## src/rtl/atm_pin_controller.sv

```systemverilog
// Card/PIN controller: edge-detected keypad entry, inactivity timeout, cash on match,
// card destruction after MAX_TRIES consecutive failures, return to idle after each session.
module atm_pin_controller #(
    parameter int DIGIT_W   = 3,
    parameter int CODE_LEN  = 3,
    parameter int MAX_TRIES = 3,
    parameter int TIMEOUT   = 30,
    parameter logic [CODE_LEN*DIGIT_W-1:0] PIN = 9'b001_011_111
) (
    input  logic                               clk_2,
    input  logic                               reset,
    input  logic                               card,
    input  logic                               key_valid,
    input  logic [DIGIT_W-1:0]                 key_code,
    output logic                               cash,
    output logic                               destroy,
    output logic                               wrong,
    output logic [2:0]                         state,
    output logic [$clog2(MAX_TRIES+1)-1:0]     tries_left,
    output logic [$clog2(CODE_LEN+1)-1:0]      digits
);

    localparam int CW  = CODE_LEN * DIGIT_W;
    localparam int TRW = $clog2(MAX_TRIES + 1);
    localparam int DGW = $clog2(CODE_LEN + 1);
    localparam int TW  = (TIMEOUT > 1) ? $clog2(TIMEOUT) : 1;

    localparam logic [2:0] S_IDLE        = 3'd0;
    localparam logic [2:0] S_ENTRY       = 3'd1;
    localparam logic [2:0] S_CHECK       = 3'd2;
    localparam logic [2:0] S_DISPENSE    = 3'd3;
    localparam logic [2:0] S_DESTROY     = 3'd4;
    localparam logic [2:0] S_WAIT_REMOVE = 3'd5;

    localparam logic [TRW-1:0] MAXT     = TRW'(MAX_TRIES);
    localparam logic [DGW-1:0] DIG_LAST = DGW'(CODE_LEN - 1);
    localparam logic [TW-1:0]  TO_LAST  = TW'((TIMEOUT > 0) ? (TIMEOUT - 1) : 0);
    localparam bit             TO_EN    = (TIMEOUT > 0);

    logic           key_q;
    logic           press;
    logic [CW-1:0]  code_buf;
    logic [CW-1:0]  code_shifted;
    logic [TRW-1:0] fails;
    logic [TRW-1:0] fails_inc;
    logic [TW-1:0]  idle_cnt;
    logic           fail_force;
    logic           timed_out;
    logic           match;

    assign press        = key_valid & ~key_q;
    assign code_shifted = (code_buf << DIGIT_W) | CW'(key_code);
    assign timed_out    = TO_EN && (idle_cnt == TO_LAST);
    assign match        = (code_buf == PIN) && !fail_force;
    assign fails_inc    = (fails == MAXT) ? fails : fails + 1'b1;

    assign tries_left = MAXT - fails;
    assign cash       = (state == S_DISPENSE);
    assign destroy    = (state == S_DESTROY);

    always_ff @(posedge clk_2) begin
        if (reset) begin
            state      <= S_IDLE;
            key_q      <= 1'b0;
            code_buf   <= '0;
            digits     <= '0;
            fails      <= '0;
            idle_cnt   <= '0;
            fail_force <= 1'b0;
            wrong      <= 1'b0;
        end else begin
            key_q <= key_valid;
            wrong <= 1'b0;
            case (state)
                S_IDLE: begin
                    if (card) begin
                        state      <= S_ENTRY;
                        code_buf   <= '0;
                        digits     <= '0;
                        idle_cnt   <= '0;
                        fail_force <= 1'b0;
                    end
                end
                S_ENTRY: begin
                    // A completing keypress wins over card removal in the same cycle.
                    if (press && digits == DIG_LAST) begin
                        code_buf <= code_shifted;
                        digits   <= digits + 1'b1;
                        state    <= S_CHECK;
                    end else if (!card) begin
                        state <= S_IDLE;
                    end else if (press) begin
                        code_buf <= code_shifted;
                        digits   <= digits + 1'b1;
                        idle_cnt <= '0;
                    end else if (timed_out) begin
                        fail_force <= 1'b1;
                        state      <= S_CHECK;
                    end else if (idle_cnt != TO_LAST) begin
                        idle_cnt <= idle_cnt + 1'b1;
                    end
                end
                S_CHECK: begin
                    if (match) begin
                        fails <= '0;
                        state <= S_DISPENSE;
                    end else begin
                        fails <= fails_inc;
                        if (fails_inc == MAXT) begin
                            state <= S_DESTROY;
                        end else begin
                            wrong      <= 1'b1;
                            digits     <= '0;
                            code_buf   <= '0;
                            idle_cnt   <= '0;
                            fail_force <= 1'b0;
                            state      <= card ? S_ENTRY : S_IDLE;
                        end
                    end
                end
                S_DISPENSE: state <= S_WAIT_REMOVE;
                S_DESTROY: begin
                    fails <= '0;
                    state <= S_WAIT_REMOVE;
                end
                S_WAIT_REMOVE: begin
                    if (!card) state <= S_IDLE;
                end
                default: state <= S_IDLE;
            endcase
        end
    end

endmodule

```

## config.mk

```make
export PLATFORM = sky130hd
export DESIGN_NAME = atm_pin_controller
export DESIGN_NICKNAME = d
export VERILOG_FILES = /design/src/rtl/atm_pin_controller.sv
export SDC_FILE = /design/constraint.sdc
export NUM_CORES = 1
export LEC_CHECK = 0
export CORE_UTILIZATION = 53
export DETAILED_ROUTE_END_ITERATION = 6
export GPL_TIMING_DRIVEN = 1
export PLACE_DENSITY = 0.78
export SYNTH_ARGS = -nofsm -noshare
export SYNTH_HDL_FRONTEND = slang
export SYNTH_SLANG_ARGS = --single-unit
```

## constraint.sdc

```tcl
create_clock -name clk_2 -period 2.33 [get_ports clk_2]
set_input_delay 0.233 -clock clk_2 [delete_from_list [all_inputs] [get_ports clk_2]]
set_output_delay 0.233 -clock clk_2 [all_outputs]
set_load 0.02 [all_outputs]
```

==> results.txt <==
- Critical Path Sink Type: output pin
- Clock skew on the completed layout was measured at 0.01262 ns.
- Detailed placement finished with a half-perimeter wire length of 1718 microns.
- For this run, the leading register cell type out of synthesis is dfxtp_1.
- Hold_buf cts: 0
- The kind of cell with the highest combined delay along the critical path is buffers and inverters.
- Cell variety after synth: 37
* List of cells traversed by the critical path: inv_1 > nor3_1 > clkdlybuf4s50_1
- The die is 50.13 microns wide.
- The flow ran to the end, and the final reports show no timing, DRC or antenna violations.
- Global placement routability congestion: 0.7972
* CP max stage delay: 0.63 ns
* Most frequently used cell type in the post-synthesis netlist: dfxtp_1
* Clock transition at the register clock pins on the worst setup and hold paths after CTS: 0.13 ns
- At the pin with the least slew margin, the transition time is 0.4330 ns.
- Global-route wire length before repair: 4167 microns
- Synth area leader: dfxtp_1
* Mapped Nets: 155
- Combined buffer and inverter count along the critical path: 2
- Max Slew Vio Count: 0
* Seq/Total Area, Yosys: 0.3914
* Starting density of the core: 0.5603
- Max Buffers Root-to-Sink: 2
- Count of input and output buffers: 16
- After synthesis the cells add up to 1227 sq um.
* Async S/R FF share, synth: 0
- The worst setup path is launched from a register.
- The number of global-route vias before repair came to 988.
- Sink count of the clock tree: 24
- Wire length per cell after detailed routing: 13.02 microns
- Remaining routing DRC violations: 0
- Utilization after layout: 0.6499
* Max rail drop VDD: 430.8 uV
* GR Util All Layers: 0.2118
- Mean cell area of the mapped netlist: 8.465 sq um
- The number of antenna diodes in the final layout is 0.
* Worst Setup Slack post-DPL: 0.2774 ns
* Maximum clock frequency: 483.0 MHz
* Hold Fails Final Rpt: 0
* Share of the clock period used by the worst path after layout: 0.8885
- STA puts the critical path data required time at 2.10 ns.
- Initial DRT Pass Iterations: 4
- The region available for standard cell placement spans 2191 sq um.
- Fraction of layout instances using a drive strength above 1: 0.06918
- Root Buffer: clkbuf_4
- Post-synth top area share: 0.3914
- Number of antenna violations at the first check in global routing: 0
* Maximum level of the CTS H-tree: 1
* Setup repair after global routing missed its margin: false
- For this block, the via count after detailed routing is 1113.
- The die covers 2513 sq um.
* Number of cells upsized or downsized after cts: 0
- Post-CTS setup buffer count: 0
- Clock tree from TritonCTS: built
* Final-report setup violation count: 0
* Remaining antenna violation count: 0
- Along the worst path, the maximum fanout reaches 8.
* CTS Buf Count: 3
- The die is 50.13 microns tall.
* Kind of critical path: reg -> out
- The smallest clock period supported by the final layout is computed as 2.070 ns.
- Across the run, the number of max-cap violations was 0.
- Standard-cell row count: 17
* Final routed wirelength across all metal layers: 2435 microns
- At the end of the flow, the number of nets in the layout was 170.
- Entering global routing, the biggest net connects 23 pins.
- The synthesized design contains 0 enable-type register cells.
- I/O pins: 17
* Area growth from synthesis to layout: 16.00%
- For this design the ratio of total power to cell area is 531.3 nW/um^2.
- Synthesized netlist cell count: 145
- DR iter-0 viols: 21
* Post-Route Setup TNS: 0 ns
- Global routing finished with a remaining overflow of 0.
- By area the synthesized netlist is led by dfxtp_1 39%, nand3b_1 8.6%, nand2_1 5.2%, o21ai_1 4.5%, a21oi_1 3.3%.
- List of most frequent post-synthesis cells: 24 x dfxtp_1, 17 x nand2_1, 14 x nand3b_1, 11 x o21ai_1
* Ys Warns: 0
- Clock latency on the worst-skew pair, taken at its later pin, is 0.32 ns.
- Across all setup checks in the final design, the least slack found is 0.2598 ns.
- Worst Hold Class: in -> reg
* Standby leakage power: 0.0004905 uW
* Master of the slowest instance on the critical path: clkdlybuf4s50_1
* Data arrival time of the critical path: 1.84 ns
- Headroom to the max-slew limit came out at 0.7091.
- Flops & latches, synth: 24
* Vias per cell: 5.952
## state kept, by name, indices dropped and copies added (netlist names)
name / count
state: 3
code_buf: 9
fails: 2
fail_force: 1
wrong: 1
digits: 2
idle_cnt: 5
key_q: 1
## logic make-up after synthesis
family,after synthesis,share of synthesized area
simple gates,68,0.3344
flops,24,0.3914
buf+inv,15,0.05912
compound gates,35,0.1845
fa+ha+maj,3,0.03058
## power breakdown
| group | leakage [uW] | switching (uW) | internal (uW) | total, uW |
|---|---|---|---|---|
| sequential | 0.000194 | 9.86 | 419 | 428 |
| clock | 0.0000210 | 131 | 95.6 | 226 |
| combinational | 0.000275 | 59.6 | 42.2 | 102 |
| total | 0.000491 | 200 | 556 | 756 |
## worst paths after layout
check	startpoint	endpoint	slack, ns	cells past startpoint
worst min-delay path	key_code[0]	code_buf[0]$_SDFFE_PP0P_	0.44	3
worst max-delay path	state[2]$_SDFFE_PP0P_	destroy	0.26	3
worst max register to register	digits[0]$_SDFFE_PP0P_	idle_cnt[3]$_SDFFE_PP0P_	0.48	7
worst min register to register	code_buf[0]$_SDFFE_PP0P_	code_buf[3]$_SDFFE_PP0P_	0.46	2
## through the flow
stage | hold WS (ns) | power, uW | instance area, sq um | std cells
detailed placement | 0.4556 | 539.0 | 1388 | 183
global placement | 0.4554 | 536.3 | 1388 | 183
floorplan | 0.3612 | 512.4 | 1227 | 145
global route | 0.4581 | 783.4 | 1424 | 187
CTS | 0.4405 | 756.6 | 1424 | 187
finish | 0.4447 | 756.5 | 1424 | 187
## worst min-delay path, stage by stage
cell and delay [ns]:
clkdlybuf4s50_1 0.39, nand2_1 0.06, o21ai_1 0.05
## cell usage in the layout (no fill, tap or decap), types with 2 or more instances in the layout
cell type        instances
clkbuf_4                 3
clkdlybuf4s50_1         16
inv_1                    8
and3_1                   3
nand2_1                 17
dfxtp_1                 24
nand4bb_1                2
o21ai_1                 11
a21oi_1                  8
ha_1                     3
or3_1                    2
o21ai_0                  6
a221oi_1                 2
nor2b_1                  3
nand2b_1                 2
or4_1                    4
nor3_1                   5
nand3_1                  2
nor2_1                   5
nand4_1                  3
nand3b_1                14
## layout make-up
cell class	instances	area, sq um
well taps	28	35.03
repair buffers	17	167.7
flip-flops and latches	24	480.5
inverters	8	30.03
fillers	194	767.0
multi-input cells	106	674.4
clock buffers	4	36.28
## layer usage
| layer | track usage | vias up | part of all wire |
|---|---|---|---|
| met4 | 0.06667 | 0 | 0.0070 |
| li1 | - | 555 | - |
| met1 | 0.2744 | 525 | 0.48 |
| met2 | 0.3511 | 31 | 0.47 |
| met5 | 0 | - | 0 |
| met3 | 0.03704 | 2 | 0.045 |
Power figures use the tool's default switching activity.
==> edit, RTL diff (same flow settings) <==
Reset style: asynchronous (`reset`), changed in one clocked block.
--- a/src/rtl/atm_pin_controller.sv
+++ b/src/rtl/atm_pin_controller.sv
@@ -60,3 +60,3 @@
 
-    always_ff @(posedge clk_2) begin
+    always_ff @(posedge clk_2 or posedge reset) begin
         if (reset) begin
Behaviour: differs if reset is asserted again (counterexample within 4 cycles, from zero or initial values and one cycle with reset high); with reset held inactive, the same outputs for 10 cycles.
==> edit against the original RTL <==
Register-to-register slack worse by 110 ps. Sequential cell count unchanged. Worst setup slack got worse by 20 ps. Non-clock buffer count rose by 2. Final area increased by 4.7%. Cell count shrank 0.53%. Wire length down 0.49%. Clock skew fell by 9.9 ps. First-iteration DRC count is 19% higher. Synthesized area increased by 5.4%.
Power is not compared: it rests on default switching activity, and its combinational part moved more than twofold at a synthesized area within 25%.
==> edit: results (changes against the original RTL) <==
** Setup path
- The setup slack of the most critical reg-to-reg path is 370 ps (-110 ps).
- The critical path starts at state[2].
- Worst path arrival time :: 1860 ps (+20 ps)
- In this run the worst setup path terminates at cash.
- Largest fanout on the critical path :: 12 (+4)
- Reg2Reg Capture Point :: idle_cnt[1]
- Depth of the worst register-to-register path :: 5 (-2)

** Global route
- The met3 capacity usage during global routing came to 0.0268 (-0.0103).
- Met1 usage :: 0.283 (+0.00851)
- Met2 capacity usage during global routing :: 0.364 (+0.0125)
- The pin count of the biggest net entering global routing came to 25 (+8.7%).
- First-pass GRT wire length :: 4270 µm (+2.5%)
- All-layer global routing usage :: 0.221 (+0.00936)

** Logic synthesis
- The count of different cell masters after synthesis is 36 (-2.7%).
- The post-synthesis async set-or-reset flop share is 1.00 (+1.00).
- The sequential element share of the synthesized area was 0.464 (+0.0728).
- By count the netlist is led by nand2_1, dfrtp_1, nor2_1, inv_1.
- The synthesized netlist net count was 152 (-1.9%).
- The post-synthesis area per instance is 9.11 µm² (+7.6%).
- Top area cells in the synthesized netlist :: dfrtp_1, nand2_1, o21ai_2

** Detailed routing
- Routed met3 length :: 101 µm (-8.2%)
- Final WL :: 2420 µm (-0.49%)
- The total vias in the final route came to 1020 (-8.4%).
- Routed wl met2 :: 1150 µm (+1.1%)
- The detailed router's first-iteration violation count came to 25 (+19%).
- Post-Route M1 WL :: 1110 µm (-4.7%)
- Routed len/inst :: 13.0 µm (about the same)

** Final layout
- The share of layout cells above drive strength 1 was 0.108 (+0.0384).

** Place
- DP Worst Slack :: 331 ps (+53.9 ps)
- Final weighted congestion in routability-driven placement :: 0.817 (+2.4%)
- Standard cell area after detailed placement :: 1470 µm² (+5.8%)
- Detailed placer's ending HPWL :: 1800 µm (+5.0%)
- The total placed cells including tap cells was 183 (unchanged).

** Timing
- Max Clock Skew :: 2.69 ps (-9.92 ps)
- Final period utilization :: 0.897 (+0.00851)
- Worst-Margin Slew :: 397 ps (-36.1 ps)
- The worst hold slack across all endpoints was 260 ps (-185 ps).

** Hold path
- The tightest min-delay check is of the in -> async type.

** Clocking
- The number of buffers created by CTS was 3 (unchanged).

** Outcome
- Result of the run :: finished, final reports clean
[edit: cell count changes in the layout (fill, tap and decap cells not counted), moves of 4 or more]
cell	delta
dfxtp_1	-24
nor2_1	+4
o21ai_2	+5
o21ai_1	-6
a31oi_1	+4
nand2_1	+11
nand3b_1	-14
nand2b_1	+4
or4_1	-4
dfrtp_1	+24
[edit: layout make-up]
| type | instances | area (µm²) |
|---|---|---|
| Fill cell | 200 | 764 |
| Multi-Input combinational cell | 104 | 619 |
| Sequential cell | 24 | 601 |
| Timing Repair Buffer | 19 | 183 |
| Tap cell | 28 | 35.0 |
| Inverter | 8 | 30.0 |
| Clock buffer | 3 | 22.5 |
[edit: logic make-up (layout without fill, tap and decap cells)]
logic type / count (synthesis) / in the layout / synth area share
fa+ha+maj: 3 / 3 / 0.0290
compound gates: 37 / 37 / 0.183
simple gates: 62 / 62 / 0.250
flops: 24 / 24 / 0.464
buf+inv: 14 / 30 / 0.0571
mux: 2 / 2 / 0.0174
